File: src/rtl/osc_model_mphase_if.sv
// Signal bundle between the multi-phase oscillator model and its emulation environment.
// The global timestep manager drives the grant side (master); the oscillator is the slave.
interface osc_model_mphase_if #(
  parameter int N_PHASES  = 4,
  parameter int DT_WIDTH  = 25,
  parameter int CNT_WIDTH = 16
);
  // Timestep handshake, one exchange per emu_clk cycle:
  //   dt_req  - slave asks for at most this much time to elapse (all ones = no constraint).
  //   emu_dt  - master grants time for this cycle (global min of all requests); 0 means
  //             time does not advance. A grant above dt_req is a protocol error.
  logic [DT_WIDTH-1:0]  emu_dt;
  logic                 en;
  logic [DT_WIDTH-1:0]  step_i;
  logic [DT_WIDTH-1:0]  dt_req;
  logic [N_PHASES-1:0]  clk_val;
  logic                 edge_o;
  logic [CNT_WIDTH-1:0] period_cnt;
  logic                 dt_err;

  modport master (
    output emu_dt, en, step_i,
    input  dt_req, clk_val, edge_o, period_cnt, dt_err
  );

  modport slave (
    input  emu_dt, en, step_i,
    output dt_req, clk_val, edge_o, period_cnt, dt_err
  );
endinterface

File: src/rtl/osc_model_mphase.sv
// Multi-phase oscillator model: 2*N_PHASES edges per period, phases 180/N_PHASES deg apart,
// advancing on granted emulation timesteps and requesting the time left to its next edge.
module osc_model_mphase #(
  parameter int N_PHASES  = 4,
  parameter int DT_WIDTH  = 25,
  parameter int CNT_WIDTH = 16,
  parameter int INIT_DLY  = 1
) (
  input  logic              emu_clk,
  input  logic              emu_rst,
  osc_model_mphase_if.slave bus
);

  localparam int N_EDGES = 2 * N_PHASES;
  localparam int IDX_W   = (N_EDGES > 2) ? $clog2(N_EDGES) : 1;
  localparam logic [IDX_W-1:0]    LAST_IDX = IDX_W'(N_EDGES - 1);
  localparam logic [DT_WIDTH-1:0] DT_ONE   = DT_WIDTH'(1);
  localparam logic [DT_WIDTH-1:0] DT_INIT  = DT_WIDTH'(INIT_DLY);

  // Registered state
  logic [DT_WIDTH-1:0]  r_t_rem;
  logic [IDX_W-1:0]     r_idx;
  logic [N_PHASES-1:0]  r_clk_val;
  logic [CNT_WIDTH-1:0] r_period_cnt;
  logic                 r_dt_err;
  logic                 r_edge;

  // Decode of the current cycle
  logic [DT_WIDTH-1:0]  w_step_eff;
  logic [N_PHASES-1:0]  w_toggle;
  logic                 w_grant;
  logic                 w_hit;
  logic                 w_over;
  logic                 w_wrap;

  // Next-state values
  logic [DT_WIDTH-1:0]  w_t_rem_nxt;
  logic [IDX_W-1:0]     w_idx_nxt;
  logic [N_PHASES-1:0]  w_clk_val_nxt;
  logic [CNT_WIDTH-1:0] w_period_cnt_nxt;
  logic                 w_dt_err_nxt;

  always_comb begin
    w_step_eff = (bus.step_i == '0) ? DT_ONE : bus.step_i;
  end

  // Edge idx and idx+N_PHASES act on the same phase: first a rise, then a fall.
  always_comb begin
    w_toggle = '0;
    for (int i = 0; i < N_PHASES; i++) begin
      w_toggle[i] = (r_idx == IDX_W'(i)) || (r_idx == IDX_W'(i + N_PHASES));
    end
  end

  always_comb begin
    w_grant = bus.en && (bus.emu_dt != '0);
    w_hit   = w_grant && (bus.emu_dt >= r_t_rem);
    w_over  = w_grant && (bus.emu_dt >  r_t_rem);
    w_wrap  = w_hit && (r_idx == LAST_IDX);
  end

  // An overshooting grant still lands exactly on the edge; the excess is dropped.
  always_comb begin
    w_t_rem_nxt = r_t_rem;
    if (!bus.en) begin
      w_t_rem_nxt = w_step_eff;
    end else if (w_hit) begin
      w_t_rem_nxt = w_step_eff;
    end else if (w_grant) begin
      w_t_rem_nxt = r_t_rem - bus.emu_dt;
    end
  end

  always_comb begin
    w_idx_nxt        = r_idx;
    w_clk_val_nxt    = r_clk_val;
    w_period_cnt_nxt = r_period_cnt;
    w_dt_err_nxt     = r_dt_err | w_over;
    if (w_hit) begin
      w_idx_nxt     = w_wrap ? '0 : (r_idx + IDX_W'(1));
      w_clk_val_nxt = r_clk_val ^ w_toggle;
    end
    if (w_wrap) begin
      w_period_cnt_nxt = r_period_cnt + CNT_WIDTH'(1);
    end
  end

  always_ff @(posedge emu_clk or posedge emu_rst) begin
    if (emu_rst) begin
      r_t_rem      <= DT_INIT;
      r_idx        <= '0;
      r_clk_val    <= '0;
      r_period_cnt <= '0;
      r_dt_err     <= 1'b0;
      r_edge       <= 1'b0;
    end else begin
      r_t_rem      <= w_t_rem_nxt;
      r_idx        <= w_idx_nxt;
      r_clk_val    <= w_clk_val_nxt;
      r_period_cnt <= w_period_cnt_nxt;
      r_dt_err     <= w_dt_err_nxt;
      r_edge       <= w_hit;
    end
  end

  // A disabled oscillator must not limit the global timestep.
  assign bus.dt_req     = bus.en ? r_t_rem : '1;
  assign bus.clk_val    = r_clk_val;
  assign bus.edge_o     = r_edge;
  assign bus.period_cnt = r_period_cnt;
  assign bus.dt_err     = r_dt_err;

endmodule
File: src/flat_wrapper.sv
// flat-port wrapper written by rule: the top's interface ports become plain ports
module osc_model_mphase_flat 
#(
  parameter int N_PHASES  = 4,
  parameter int DT_WIDTH  = 25,
  parameter int CNT_WIDTH = 16,
  parameter int INIT_DLY  = 1
)
  (emu_clk, emu_rst, bus_emu_dt, bus_en, bus_step_i, bus_dt_req, bus_clk_val, bus_edge_o, bus_period_cnt, bus_dt_err);
  osc_model_mphase_if #(.N_PHASES(N_PHASES), .DT_WIDTH(DT_WIDTH), .CNT_WIDTH(CNT_WIDTH)) bus_i ();
  input  logic emu_clk;
  input  logic emu_rst;
  input wire logic [$bits(bus_i.emu_dt)-1:0] bus_emu_dt;
  input wire logic [$bits(bus_i.en)-1:0] bus_en;
  input wire logic [$bits(bus_i.step_i)-1:0] bus_step_i;
  output wire logic [$bits(bus_i.dt_req)-1:0] bus_dt_req;
  output wire logic [$bits(bus_i.clk_val)-1:0] bus_clk_val;
  output wire logic [$bits(bus_i.edge_o)-1:0] bus_edge_o;
  output wire logic [$bits(bus_i.period_cnt)-1:0] bus_period_cnt;
  output wire logic [$bits(bus_i.dt_err)-1:0] bus_dt_err;
  assign bus_i.emu_dt = bus_emu_dt;
  assign bus_i.en = bus_en;
  assign bus_i.step_i = bus_step_i;
  assign bus_dt_req = bus_i.dt_req;
  assign bus_clk_val = bus_i.clk_val;
  assign bus_edge_o = bus_i.edge_o;
  assign bus_period_cnt = bus_i.period_cnt;
  assign bus_dt_err = bus_i.dt_err;
  osc_model_mphase #(.N_PHASES(N_PHASES), .DT_WIDTH(DT_WIDTH), .CNT_WIDTH(CNT_WIDTH), .INIT_DLY(INIT_DLY)) u_core (.emu_clk(emu_clk), .emu_rst(emu_rst), .bus(bus_i));
endmodule
File: config.mk
export PLATFORM = sky130hd
export DESIGN_NAME = osc_model_mphase_flat
export DESIGN_NICKNAME = d
export VERILOG_FILES = /design/src/rtl/osc_model_mphase_if.sv /design/src/rtl/osc_model_mphase.sv /design/src/flat_wrapper.sv
export SDC_FILE = /design/constraint.sdc
export NUM_CORES = 1
export LEC_CHECK = 0
export BUFFER_PORTS_ARGS = -buffer_cell sky130_fd_sc_hd__buf_2
export CELL_PAD_IN_SITES_DETAIL_PLACEMENT = 1
export CELL_PAD_IN_SITES_GLOBAL_PLACEMENT = 2
export CORE_AREA = 5 5 118 120
export DETAILED_ROUTE_END_ITERATION = 12
export DIE_AREA = 0 0 123 125
export GPL_ROUTABILITY_DRIVEN = 0
export GPL_TIMING_DRIVEN = 0
export HOLD_SLACK_MARGIN = 0.08
export PLACE_DENSITY = 0.78
export SKIP_CTS_REPAIR_TIMING = 1
export SLEW_MARGIN = 40
export SYNTH_ARGS = -nofsm -noshare
export SYNTH_HDL_FRONTEND = slang
export SYNTH_SLANG_ARGS = --single-unit
File: constraint.sdc
create_clock -name emu_clk -period 3.6 [get_ports emu_clk]
set_input_delay 0 -clock emu_clk [delete_from_list [all_inputs] [get_ports emu_clk]]
set_output_delay 0 -clock emu_clk [all_outputs]
set_load 0.01 [all_outputs]
==> results of run 1 <==
where the power goes:
part,total (mW),switching (mW),internal (mW)
registers,0.826,0.112,0.715
logic,1.66,0.945,0.712
clock network,0.519,0.238,0.280
cell type report:
class                   instances  area, um^2  share of cell area, %
multi-input cells             341        2460                   48.2
well taps                     176         220                   4.30
inverters                      49         186                   3.64
clock inverters                 2        16.3                  0.318
plain buffers                  12        63.8                   1.25
flip-flops and latches         50        1250                   24.5
clock buffers                   6         139                   2.71
repair buffers                126         776                   15.2
cell families after synthesis:
kind of cell / count (synthesis)
flops: 50
xor+xnor: 40
buf+inv: 61
fa+ha+maj: 32
compound gates: 105
mux: 1
simple gates: 163
layout by cell type (no fill, tap or decap), drive strengths merged, types with 2 or more instances in the layout:
master       Yosys  routed
dlygate4sd3      0      26
nand2           23      23
xor2             8       8
a21oi           25      25
and2             3       3
clkbuf           7      13
nand4           16      16
nor2            22      22
o21bai           5       5
o221a            8       8
a31oi            2       2
nor2b            2       2
o21ai           22      22
o311ai           2       2
nand2b          24      24
a21boi           2       2
xnor2           32      32
a21o            11      11
nand3           12      12
o31ai            4       4
nor3            16      16
a211oi           2       2
a222oi           4       4
and4             2       2
or2              6       6
dfrtp           49      49
and3            15      15
ha              31      31
inv             49      50
nor4            10      10
a22oi            7       7
a221oi           6       6
buf              5     105
or3              9       9
worst paths after layout:
kind,from,endpoint,cells past startpoint
worst max-delay path,u_core.r_t_rem[0],u_core.r_t_rem[24],11
worst min-delay path,bus_emu_dt[0],u_core.r_t_rem[0],3
worst max register to register,u_core.r_t_rem[0],u_core.r_t_rem[24],11
worst min register to register,u_core.bus.clk_val[3],u_core.bus.clk_val[3],1
max in group asynchronous,emu_rst,u_core.r_t_rem[0],4
min in group asynchronous,emu_rst,u_core.bus.clk_val[2],3
routing by layer:
layer,part of all wire (%),global-route usage (%),wire length [um]
met1,45,26.0,6590
met2,50,32.4,7370
met3,3.1,1.72,448
met4,1.7,4.63,248
met5,0,0,0
per-stage QoR:
stage / total power, mW / worst slack [ps] / cell area (um^2) / std cells / util (%)
global placement: 2.42 / 281 / 4680 / 727 / 36.3
detailed placement: 2.46 / 183 / 4700 / 728 / 36.5
CTS: 3.00 / 144 / 4850 / 736 / 37.7
finish: 3.00 / 253 / 5120 / 762 / 39.8
floorplan: 1.98 / 826 / 3960 / 452 / -
global route: 3.24 / 156 / 5120 / 762 / 39.8
registers in the layout, indices dropped and copies added (netlist names):
signal                 count
u_core.bus.clk_val         4
u_core.bus.dt_err          1
u_core.bus.edge_o          1
u_core.bus.period_cnt     16
u_core.r_idx               3
u_core.r_t_rem            25
worst min-delay path, stage by stage:
cell and delay [ps]:
buf_2 90, ha_1 160, o311ai_0 140
==> flow_metrics.py, run 1 <==
metrics = {
    "synthesis": {
        "synthFlopType": "dfrtp_1",
        "synth.largest_area_cell": "dfrtp_1",
        "synth_compound_area_share_pct": 19.6,
        "synth_xor_area_share_pct": 8.84,
        "netlist.area_leader.share_pct": 31.0,
        "synth_top_family_by_area": "simple AND/OR/NAND/NOR gates",
        "synth_area_per_cell_um2": 8.76,
        "yosys.area_share.adder_pct": 10.3,
        "netlist_instances": 452,
        "async_reset_ff_share_pct": 100,
        "ys_ff_latch": 50,
        "yosys_warnings": 0,
        "yosys.area_share.simple_pct": 23.1,
        "yosys-top-cells-area": "dfrtp_1 31%, ha_1 9.8%, xnor2_1 7.1%, inv_1 4.6%, nand2b_1 3.8%",
        "synth_commonest_cells": "49 x dfrtp_1, 49 x inv_1, 32 x xnor2_1",
        "synthesis.area_mm2": 0.00396,
        "ys_seq_area_share_pct": 31.6,
        "syn-num-nets": 537,
        "synthMuxAreaShare_pct": 0.284,
        "synth_cell_types": 57,
        "synth_edf_count": 0,
    },
    "clocking": {
        "cts_tree": "built",
        "clk_pin_slew_ps": 80,
        "clockBufferDepth": 2,
        "cts_max_level": 2,
        "cts.sinks": 50,
        "worstSkewPairLatency_ps": 300,
        "cts-root-buf": "clkbuf_16",
        "cts_buffers": 5,
    },
    "power": {
        "peakVddDrop_mv": 0.218,
        "power_density_mw_per_mm2": 586,
        "leakage_nw": 2.40,
    },
    "routing": {
        "dr.pass1.iters": 4,
        "wirelength_um": 14700,
        "wl_per_cell_um": 19.2,
        "via_per_inst": 5.15,
        "vias": 3926,
        "first_iter_violations": 198,
        "ant_nets": 0,
        "drcViolationCount": 0,
    },
    "die": {
        "core-area_mm2": 0.0129,
        "chipWidth_um": 123,
        "num_rows": 42,
        "top_level_ports": 100,
        "die_area_mm2": 0.0154,
        "start_util_pct": 30.8,
        "fp.dieH_um": 125,
    },
    "sta": {
        "hold_violations": 0,
        "rsz0062_at_grt": "false",
        "setup_viol": 0,
        "clock_skew_ps": 10.4,
        "timing.final.crit_share_pct": 93.0,
        "fmax_mhz": 299,
        "setup_tns_ps": 0,
        "period_needed_ps": 3350,
        "slew_viol_final": 0,
        "hold_slack_ps": 108,
        "tightest_slew_ps": 815,
        "slew_headroom_pct": 45.4,
    },
    "grt": {
        "antenna_found_initial": 0,
        "grt_pass1_vias": 4197,
        "grt_use_total_pct": 19.0,
        "grt_pass1_wl_um": 23200,
        "overflow": 0,
        "grt_max_degree": 28,
    },
    "placement": {
        "hpwl_um": 11500,
        "portBuffers": 99,
    },
    "critical_path": {
        "rrSetupSlack_ps": 250,
        "cp_top_family": "compound AO/OA/AOI/OAI gates",
        "start_kind": "flip-flop",
        "cp.arrival_ps": 3540,
        "max_stage_delay_ps": 530,
        "crit_path_top_delay_cell": "dfstp_2",
        "cp_num_buf_inv": 1,
        "required_ps": 3790,
        "crit_type": "flip-flop to flip-flop",
        "end_kind": "flip-flop",
        "crit_path_max_fanout": 4,
        "cp_cell_sequence": "inv_1 > ha_1 > fa_1 > nand2b_1 > a211oi_1 > o311ai_2 > a21oi_2 > a221oi_1 > o21ai_0 > xor2_1 > o221a_2",
    },
    "finish": {
        "antennaDiodeCount": 0,
        "areaGrowthSynthToFinish_pct": 29.2,
        "nets": 670,
        "final.fill_count": 1549,
        "drive_above_1_share_pct": 24.1,
    },
    "worst_hold_path": {
        "hold_path_class": "input pin to flip-flop",
    },
    "outcome": {
        "status": "completed",
    },
    "flow_run": {
        "cap_viol_max_count": 0,
    },
}
(Power assumes the default switching activity.)
==> inputs of run 2 (changes only) <==
--- a/config.mk
+++ b/config.mk
@@ -13,7 +13,7 @@
 export DIE_AREA = 0 0 123 125
 export GPL_ROUTABILITY_DRIVEN = 0
 export GPL_TIMING_DRIVEN = 0
-export HOLD_SLACK_MARGIN = 0.08
+export HOLD_SLACK_MARGIN = 0.15
 export PLACE_DENSITY = 0.78
 export SKIP_CTS_REPAIR_TIMING = 1
 export SLEW_MARGIN = 40
==> flow_metrics.py, run 2 (same netlist as run 1, synthesis figures left out) <==
metrics = {
    "sta": {
        "timing.final.crit_share_pct": 91.4,
        "period_needed_ps": 3290,
        "layout_setup_ws_ps": 308,
        "setup_viol": 0,
        "slew_viol_final": 0,
        "setup_tns_ps": 0,
        "tightest_slew_ps": 858,
        "hold_violations": 0,
        "clock_skew_ps": 10.4,
        "rsz0062_at_grt": "false",
        "slew_headroom_pct": 42.6,
        "fmax_mhz": 304,
        "hold_slack_ps": 240,
    },
    "placement": {
        "place_inst": 728,
        "dpl_worst_slack_ps": 183,
        "hpwl_um": 11500,
        "portBuffers": 99,
    },
    "clocking": {
        "clockBufferDepth": 2,
        "cts-root-buf": "clkbuf_16",
        "cts.sinks": 50,
        "cts_max_level": 2,
        "cts_tree": "built",
        "cts_buffers": 5,
        "clk_pin_slew_ps": 80,
        "worstSkewPairLatency_ps": 300,
    },
    "power": {
        "p_int_mw": 1.71,
        "pwr-share-clk_pct": 17.3,
        "sequentialPowerShare_pct": 27.5,
        "p_switching_mw": 1.30,
        "netSwitchingFraction_pct": 43.1,
        "comb_power_share_pct": 55.3,
        "leakage_nw": 2.41,
        "peakVddDrop_mv": 0.218,
        "power_density_mw_per_mm2": 585,
    },
    "critical_path": {
        "cp-endpoint": "u_core.r_t_rem[24]",
        "crit_type": "flip-flop to flip-flop",
        "end_kind": "flip-flop",
        "start_kind": "flip-flop",
        "cp_num_cells": 11,
        "worst-r2r-cell-count": 11,
        "crit_path_top_delay_cell": "dfstp_2",
        "setup.worst_path.start": "u_core.r_t_rem[0]",
        "cp.arrival_ps": 3480,
        "crit_path_max_fanout": 4,
        "crit-reg2reg-launch": "u_core.r_t_rem[0]",
        "cp_num_buf_inv": 1,
        "cp_top_family": "compound AO/OA/AOI/OAI gates",
        "max_stage_delay_ps": 530,
        "required_ps": 3790,
        "cp_cell_sequence": "inv_1 > ha_1 > fa_1 > nand2b_1 > a211oi_1 > o311ai_2 > a21oi_2 > a221oi_1 > o21ai_0 > xor2_1 > o221a_2",
        "rrSetupSlack_ps": 310,
        "reg2reg_to": "u_core.r_t_rem[24]",
    },
    "die": {
        "start_util_pct": 30.8,
        "num_rows": 42,
        "chipWidth_um": 123,
        "fp.dieH_um": 125,
        "core-area_mm2": 0.0129,
        "top_level_ports": 100,
        "die_area_mm2": 0.0154,
    },
    "routing": {
        "first_iter_violations": 191,
        "wirelength_um": 14700,
        "dr.pass1.iters": 4,
        "wl_per_cell_um": 19.2,
        "drcViolationCount": 0,
        "ant_nets": 0,
        "vias": 3925,
        "via_per_inst": 5.14,
    },
    "grt": {
        "grt_pass1_vias": 4197,
        "overflow": 0,
        "grt_pass1_wl_um": 23200,
        "grt_use_total_pct": 19.0,
        "antenna_found_initial": 0,
        "grt_max_degree": 28,
    },
    "finish": {
        "fin_cells": 764,
        "drive_above_1_share_pct": 24.0,
        "top_register": "u_core.r_t_rem",
        "layout_commonest_cell": "buf_2",
        "final_core_util_pct": 39.9,
        "areaGrowthSynthToFinish_pct": 29.7,
        "layout_common_cells": "102 x buf_2, 49 x dfrtp_1, 48 x inv_1",
        "largest_register_ffs": 25,
        "nets": 672,
        "antennaDiodeCount": 0,
    },
    "flow_run": {
        "cap_viol_max_count": 0,
    },
    "outcome": {
        "status": "completed",
    },
    "worst_hold_path": {
        "hold_path_class": "input pin to async pin",
    },
}
==> run 2: per-layer routing <==
| metal | up-vias | track usage (%) | share of wire [%] |
|---|---|---|---|
| met2 | 78 | 32.4 | 51 |
| met1 | 1933 | 26.0 | 45 |
| met3 | 16 | 1.72 | 2.8 |
| met5 | - | 0 | 0 |
| met4 | 0 | 4.63 | 1.5 |
| li1 | 1898 | - | - |
==> run 2: worst reg2reg max path, cell delays in order (launching register included) <==
cell and delay [ps]:
dfstp_2 530, inv_1 50, ha_1 190, fa_1 410, nand2b_1 190, a211oi_1 430, o311ai_2 240, a21oi_2 310
a221oi_1 160, o21ai_0 280, xor2_1 110, o221a_2 280
==> run 2: stage by stage <==
stage | total power, mW | area [um^2]
2_1_floorplan | 1.98 | 3960
3_5_place_dp | 2.46 | 4700
3_3_place_gp | 2.42 | 4680
4_1_cts | 3.00 | 4850
6_report | 3.00 | 5140
5_1_grt | 3.24 | 5140
==> run 2: layout make-up <==
type	instances	area [um^2]
multi-input combinational	341	2460
clock buffer	6	139
inverter	49	186
sequential	50	1250
tap	176	220
buffer	12	63.8
fill	1551	7740
clock inverter	2	16.3
timing repair buffer	128	796
==> run 2: worst min-delay path by stage <==
stage / startpoint / to / slack, ps / cells after the start
global placement: bus_step_i[11] / u_core.r_t_rem[11] / 270 / 3
CTS: emu_rst / u_core.bus.period_cnt[2] / -300 / 2
finish: emu_rst / u_core.bus.clk_val[2] / 240 / 3
global route: bus_en / u_core.r_t_rem[0] / 260 / 3
floorplan: bus_en / bus_dt_req[10] / 80 / 1
detailed placement: emu_rst / u_core.bus.clk_val[2] / 20 / 2
==> run 2: power groups by stage <==
stage	Clock (mW)	Sequential (mW)	Combinational, mW
CTS	0.532	0.827	1.64
global route	0.549	0.849	1.85
floorplan	0	0.821	1.16
finish	0.519	0.825	1.66
detailed placement	0	0.836	1.63
global placement	0	0.830	1.59
